File: src/rtl/alu_compare_unit.sv
// Two-stage pipelined compare/select unit: EQ/NE/LT/LE/GT/GE/MIN/MAX, signed or unsigned,
// with valid/ready on both sides and a saturating count of equal-operand results.
module alu_compare_unit #(
    parameter int WIDTH = 6,
    parameter int CNT_W = 8
) (
    input  logic             clk,
    input  logic             rst,
    input  logic             in_valid,
    output logic             in_ready,
    input  logic [WIDTH-1:0] A,
    input  logic [WIDTH-1:0] B,
    input  logic [2:0]       OP,
    input  logic             SIGNED,
    output logic             out_valid,
    input  logic             out_ready,
    output logic [WIDTH-1:0] C,
    output logic             EQ,
    output logic             LT,
    output logic             GT,
    output logic [CNT_W-1:0] match_count,
    input  logic             clr_count
);

    typedef struct packed {
        logic [WIDTH-1:0] a;
        logic [WIDTH-1:0] b;
        logic [2:0]       op;
        logic             sgn;
    } req_t;

    localparam logic [2:0] OP_EQ  = 3'b000;
    localparam logic [2:0] OP_NE  = 3'b001;
    localparam logic [2:0] OP_LT  = 3'b010;
    localparam logic [2:0] OP_LE  = 3'b011;
    localparam logic [2:0] OP_GT  = 3'b100;
    localparam logic [2:0] OP_GE  = 3'b101;
    localparam logic [2:0] OP_MIN = 3'b110;
    localparam logic [2:0] OP_MAX = 3'b111;

    localparam logic [CNT_W-1:0] CNT_MAX = {CNT_W{1'b1}};

    req_t             s1;
    logic             s1_valid;
    logic             advance;
    logic             accept;
    logic             eq_c, lt_c, gt_c;
    logic             bit_c;
    logic [WIDTH-1:0] c_next;

    assign advance  = !out_valid || out_ready;
    assign in_ready = !rst && (!s1_valid || advance);
    assign accept   = in_valid && in_ready;

    always_comb begin
        eq_c   = (s1.a == s1.b);
        lt_c   = s1.sgn ? ($signed(s1.a) < $signed(s1.b)) : (s1.a < s1.b);
        gt_c   = !eq_c && !lt_c;
        bit_c  = 1'b0;
        c_next = '0;
        case (s1.op)
            OP_EQ:   bit_c = eq_c;
            OP_NE:   bit_c = !eq_c;
            OP_LT:   bit_c = lt_c;
            OP_LE:   bit_c = lt_c || eq_c;
            OP_GT:   bit_c = gt_c;
            OP_GE:   bit_c = gt_c || eq_c;
            default: bit_c = 1'b0;
        endcase
        // Ties fall through to A for both MIN and MAX.
        case (s1.op)
            OP_MIN:  c_next = gt_c ? s1.b : s1.a;
            OP_MAX:  c_next = lt_c ? s1.b : s1.a;
            default: c_next = {{(WIDTH-1){1'b0}}, bit_c};
        endcase
    end

    always_ff @(posedge clk or posedge rst) begin
        if (rst) begin
            s1_valid <= 1'b0;
            s1       <= '0;
        end else if (accept) begin
            s1_valid <= 1'b1;
            s1       <= '{a: A, b: B, op: OP, sgn: SIGNED};
        end else if (advance) begin
            s1_valid <= 1'b0;
        end
    end

    always_ff @(posedge clk or posedge rst) begin
        if (rst) begin
            out_valid <= 1'b0;
            C         <= '0;
            EQ        <= 1'b0;
            LT        <= 1'b0;
            GT        <= 1'b0;
        end else if (advance) begin
            out_valid <= s1_valid;
            if (s1_valid) begin
                C  <= c_next;
                EQ <= eq_c;
                LT <= lt_c;
                GT <= gt_c;
            end
        end
    end

    always_ff @(posedge clk or posedge rst) begin
        if (rst) begin
            match_count <= '0;
        end else if (clr_count) begin
            match_count <= '0;
        end else if (out_valid && out_ready && EQ && match_count != CNT_MAX) begin
            match_count <= match_count + 1'b1;
        end
    end

endmodule

File: config.mk
export PLATFORM = sky130hd
export DESIGN_NAME = alu_compare_unit
export DESIGN_NICKNAME = d
export VERILOG_FILES = /design/src/rtl/alu_compare_unit.sv
export SDC_FILE = /design/constraint.sdc
export NUM_CORES = 1
export LEC_CHECK = 0
export CORE_ASPECT_RATIO = 1.75
export CORE_UTILIZATION = 49
export CTS_BUF_LIST = sky130_fd_sc_hd__clkbuf_16
export DETAILED_ROUTE_END_ITERATION = 6
export HOLD_SLACK_MARGIN = 0.15
export PLACE_DENSITY = 0.78
export SYNTH_ARGS = -nofsm -noshare
export SYNTH_HDL_FRONTEND = slang
export SYNTH_SLANG_ARGS = --single-unit
File: constraint.sdc
create_clock -name clk -period 2.7 [get_ports clk]
set_input_delay 0.675 -clock clk [delete_from_list [all_inputs] [get_ports clk]]
set_output_delay 0.675 -clock clk [all_outputs]
set_load 0.01 [all_outputs]
==> flow_metrics.py <==
metrics = {
    "detailed_routing": {
        "drt-total-wl_mm": 3.654,
        "drt_pass1_iterations": 4,
        "ant_nets": 0,
        "drtIter0Drc": 17,
        "post_drt_via_cell_ratio": 5.406,
        "vias": 1319,
        "wl_per_cell_um": 14.98,
        "drc_errors": 0,
    },
    "clock_tree": {
        "clkLatencyLatePin_ns": 0.27,
        "postCtsHoldBufs": 0,
        "postCtsResizedCells": 0,
        "cts_buffers": 5,
        "post_cts.repair.setup_buffers": 0,
        "clk_path_buf_depth": 2,
        "cts_tree": "built",
        "htreeDepth": 2,
        "clock-root-buffer": "clkbuf_16",
        "clock_sinks": 35,
        "path_clk_slew_ns": 0.05,
    },
    "critical_path": {
        "worst-setup-path-type": "reg2reg",
        "r2r_setup_slack_ns": 0.26,
        "cp-start-kind": "flip-flop",
        "arrival_ns": 2.61,
        "cp.required_ns": 2.87,
        "end_kind": "flip-flop",
        "worst-r2r-cell-count": 8,
        "crit_fanout": 7,
    },
    "power_and_ir_drop": {
        "p_comb_frac": 0.275,
        "ir_worst_vdd_mv": 0.6405,
        "power_frac_clock": 0.315,
        "p_per_area_nw_per_um2": 705.8,
        "switching_share": 0.2807,
        "p_switching_w": 0.0004611,
        "sequentialPowerShare": 0.410,
        "power_leakage_nw": 1.042,
        "intPower_w": 0.001182,
    },
    "timing": {
        "max_freq_mhz": 410.5,
        "slew_violations": 0,
        "setup_tns_ns": 0,
        "relSlewSlack": 0.7095,
        "post-route-period-util": 0.9023,
        "period_minus_slack_ns": 2.436,
        "max_slew.worst_pin.slew_ns": 0.4357,
        "skew_ns": 0.004228,
        "fin_ws_ns": 0.2637,
        "hold_violations": 0,
        "rsz0062_at_grt": "false",
        "finalSetupViolCount": 0,
    },
    "cells_and_area": {
        "finalNonFillerCells": 244,
        "antennaDiodeCount": 0,
        "multiInputGateArea_um2": 805.8,
        "regArea_um2": 875.8,
        "final.fill_count": 271,
        "layout_commonest_cell": "clkdlybuf4s50_1",
        "post_route_cells_drive_above_1_share": 0.1508,
        "fin_util": 0.6920,
        "final_cell_mix": "38 x clkdlybuf4s50_1, 35 x dfrtp_1, 17 x nand2_1",
        "layout.nets": 226,
        "final_area_um2": 2327,
        "syn2layout_area_growth_pct": 34.98,
    },
    "logic_synthesis": {
        "synth_top_family_by_area": "multiplexers",
        "synth_area_per_cell_um2": 11.42,
        "syn_area_um2": 1724,
        "synth_cell_type_count": 35,
        "synth_mux_area_frac": 0.1524,
        "synth_simple_gate_area_frac": 0.1350,
        "synth_nets": 179,
        "synth-edff-count": 0,
        "synth_ff_type": "dfrtp_1",
        "ys_async_sr_fraction": 1.000,
        "synth_compound_area_frac": 0.08853,
        "synth_xor_area_frac": 0.04064,
        "ys_warn_count": 0,
        "synth-seq-cells": 35,
        "ys_seq_area_frac": 0.5080,
        "synthAdderAreaFrac": 0.05080,
        "syn_inst": 151,
    },
    "floorplan": {
        "initial_core_util": 0.5126,
        "row_count": 28,
        "die_area_um2": 3769,
        "chipHeight_um": 80.47,
        "coreArea_um2": 3363,
        "ios": 40,
        "dieWidth_um": 46.84,
    },
    "placement": {
        "dp_cells": 236,
        "place_ws_ns": 0.01086,
        "dp_hpwl_mm": 2.808,
        "gp_congestion": 0.8197,
        "portBuffers": 39,
        "post_dp_cell_area_um2": 2188,
    },
    "grt": {
        "grt_max_degree": 36,
        "grt_first_pass_wirelength_mm": 6.389,
        "grtUsageTotal": 0.2425,
        "grt_pass1_vias": 1400,
        "grt_overflow_total": 0,
        "antenna_found_initial": 0,
    },
    "min_path": {
        "whs_path_depth": 2,
        "hold_class": "reg2reg",
    },
    "flow_run": {
        "drv_cap": 0,
    },
    "outcome": {
        "status": "complete, no violations",
    },
}
## flip-flops by register name, summed over array words and instances, names as in the netlist
name         cells
C                6
s1              16
match_count      8
EQ               1
s1_valid         1
out_valid        1
GT               1
LT               1
## power by group through the flow
stage,Combinational [W],Sequential (W),Clock (W)
finish,0.000452,0.000673,0.000517
global route,0.000503,0.000684,0.000553
CTS,0.000455,0.000673,0.000530
detailed placement,0.000448,0.000682,0
global placement,0.000427,0.000674,0
floorplan,0.000260,0.000683,0
## cells in the mapped netlist, types with 2 or more instances
library cell,number,area [um^2]
and4_1,2,17.52
nand4_1,2,12.51
ha_1,7,87.58
mux2i_1,6,60.06
mux2_2,16,180.2
nor4_1,2,12.51
nor2_1,10,37.54
dfrtp_1,35,875.8
clkbuf_1,2,7.510
xnor2_1,3,26.28
a31oi_1,2,12.51
nand2b_1,2,12.51
xor2_1,5,43.79
inv_1,8,30.03
nor2b_1,3,18.77
nand3_1,3,15.01
a21oi_1,3,15.01
o21ai_0,3,15.01
o31ai_1,5,37.54
nand2_1,17,63.81
## logic make-up after synthesis
family	Yosys count
and+or+nand+nor	47
xor gates and xnor gates	8
AOI/OAI and AO/OA	20
DFF	35
adders and majority gates	7
muxes	23
buffers and inverters	11
## path summary, 6_finish.rpt
kind	start	end
max	s1[9]	C[4]
min reg2reg	C[3]	C[3]
max in group asynchronous	rst	s1[7]
max reg2reg	s1[9]	C[4]
min in group asynchronous	rst	out_valid
min	C[3]	C[3]
## per-layer routing
layer | up-vias | wire length (um) | track usage
met4 | 0 | 93 | 0.09143
met2 | 37 | 2219 | 0.4417
met3 | 9 | 136 | 0.06292
met5 | - | 0 | 0
li1 | 630 | - | -
met1 | 643 | 1205 | 0.2467
## critical path: stages, from the launching register on
cell and delay (ns):
dfrtp_1 0.37, inv_1 0.06, ha_1 0.35, a21oi_1 0.26, nor3b_1 0.10, a31oi_2 0.36, mux2i_4 0.46, mux2i_1 0.14
o31ai_1 0.23
## layout make-up
type / instances / share of cell area
clock buffer: 5 / 0.05376
clock inverter: 3 / 0.004839
inverter: 8 / 0.01290
multi-input combinational: 105 / 0.3462
sequential: 35 / 0.3763
tap: 45 / 0.02419
timing repair buffer: 43 / 0.1817
## stage by stage
| step | hold slack, ns | power (W) |
|---|---|---|
| 5_1_grt | 0.5132 | 0.001740 |
| 4_1_cts | 0.4861 | 0.001659 |
| 3_5_place_dp | 0.4738 | 0.001130 |
| 2_1_floorplan | 0.4742 | 0.0009434 |
| 3_3_place_gp | 0.4680 | 0.001101 |
| 6_report | 0.4863 | 0.001643 |
Power figures use the tool's default switching activity.
==> RTL edit (same flow settings) <==
Set the parameter `CNT_W` to 6 (it was 8).
--- a/src/rtl/alu_compare_unit.sv
+++ b/src/rtl/alu_compare_unit.sv
@@ -2,7 +2,7 @@
 // with valid/ready on both sides and a saturating count of equal-operand results.
 module alu_compare_unit #(
     parameter int WIDTH = 6,
-    parameter int CNT_W = 8
+    parameter int CNT_W = 6
 ) (
     input  logic             clk,
     input  logic             rst,
Interface: changed (resized match_count); port bits go from 40 to 38. No check against the original RTL was run, so the function may have changed too.
==> RTL edit against the unedited design <==
Sequential power shrank 4.5%; first-iteration DRC count grew 65%; core utilization grew 1.1 points; clock skew grew 0.0016 ns; power shrank 1.1%; sequential cell count shrank 2; design area shrank 5.1%; setup slack lost 0.19 ns; synthesized area shrank 6.2%; die area shrank 6.0%; synthesized cell count shrank 6.0%; wire length shrank 4.0%; critical path depth shrank 4; sequential share of layout area shrank 0.26 points.
==> RTL edit: results <==
metrics = {
    "power_and_ir_drop": {
        "ir_drop_v": 0.000495,
        "p_leak_nw": 0.975,
        "p_sw_frac": 0.287,
    },
    "cells_and_area": {
        "nFillCells": 270,
        "fin_cells": 233,
        "layout-drive-gt1-share": 0.174,
        "nets": 217,
        "syn_to_final_growth_pct": 36.6,
        "antenna_cells": 0,
        "reg_top3": "s1 (16), C (6), match_count (6)",
    },
    "logic_synthesis": {
        "synth_area_leaders": "dfrtp_1 51%, mux2_2 11%, ha_1 5.4%",
        "syn_nets": 170,
        "syn_inst": 142,
        "yosysSeqAreaShare": 0.510,
        "synthArstFlopShare": 1.00,
        "synthTopCellsByCount": "33 x dfrtp_1, 16 x mux2_2, 16 x nand2_1, 8 x inv_1, 8 x nor2_1",
    },
    "route": {
        "top_layer_used": "met4",
        "wl_met3_um": 153,
        "wirelength_mm": 3.51,
        "viasPerCell": 5.52,
        "met2_length_mm": 2.08,
        "wl_met1_mm": 1.19,
        "antenna_left": 0,
        "drt_iter0_drc": 28,
    },
    "global_route": {
        "grt_max_degree": 34,
        "grt_pass1_wl_mm": 6.07,
        "track_usage": 0.238,
        "grt_pass1_vias": 1379,
    },
    "clocking": {
        "clk_latency_ns": 0.28,
        "post_cts.repair.setup_buffers": 0,
    },
    "run_status": {
        "outcome": "finished, final reports clean",
    },
    "worst_setup_path": {
        "ff2ff_setup_slack_ns": 0.31,
        "cp_max_fo": 2,
        "rr_startpoint": "s1[9]",
        "r2r-end": "C[0]",
    },
    "hold_path": {
        "hp-start": "C[4]",
        "hold_path_class": "reg -> reg",
        "hold-path-endpoint": "C[4]",
    },
    "placement": {
        "placed_area_mm2": 0.00207,
        "dp_hpwl_mm": 2.75,
        "pre_cts_ws_ns": 0.0783,
        "place.gp.congestion": 0.817,
        "port_buffers": 37,
        "dp_cells": 225,
    },
    "sta": {
        "fin_hold_ws_ns": 0.487,
        "worst_pin_slew_ns": 0.415,
        "finClkSkew_ns": 0.00587,
    },
}
[RTL edit: cell families after synthesis]
family / Yosys count / synth area share
DFF: 33 / 0.510
and+or+nand+nor: 43 / 0.133
adders and majority gates: 7 / 0.0541
muxes: 23 / 0.162
AOI/OAI and AO/OA: 22 / 0.0944
buffers and inverters: 10 / 0.0240
xor gates and xnor gates: 4 / 0.0217
[RTL edit: power groups by stage]
stage	clock (mW)	combinational (mW)	sequential, mW
after floorplan	0	0.260	0.653
after global placement	0	0.434	0.643
after detailed placement	0	0.460	0.651
after CTS	0.536	0.462	0.642
after global routing	0.556	0.505	0.654
final	0.524	0.457	0.643
[RTL edit: layout make-up]
| cell class | instances | area share |
|---|---|---|
| clock inverters | 3 | 0.00623 |
| multi-input cells | 99 | 0.341 |
| flip-flops and latches | 33 | 0.374 |
| inverters | 8 | 0.0136 |
| well taps | 43 | 0.0243 |
| clock buffers | 5 | 0.0566 |
| repair buffers | 42 | 0.185 |
[RTL edit: how the worst max path moves through the flow]
stage,start,to,slack (ns),cells after the start
2_1_floorplan,s1[9],C[1],0.61,8
3_3_place_gp,out_ready,in_ready,0.09,4
3_5_place_dp,out_ready,in_ready,0.08,4
6_report,out_ready,in_ready,0.07,4
4_1_cts,out_ready,in_ready,0.06,4
5_1_grt,out_ready,in_ready,0.007,4
[RTL edit: layer usage]
layer / global-route usage / vias to the layer above
li1: - / 603
met1: 0.228 / 619
met2: 0.443 / 51
met3: 0.0598 / 14
met4: 0.0970 / 0
met5: 0 / -
[RTL edit: critical path, cell delays in order]
cell and delay [ns]:
clkdlybuf4s50_1 0.48, nor2b_1 0.06, a21oi_1 0.18, clkdlybuf4s50_1 0.56
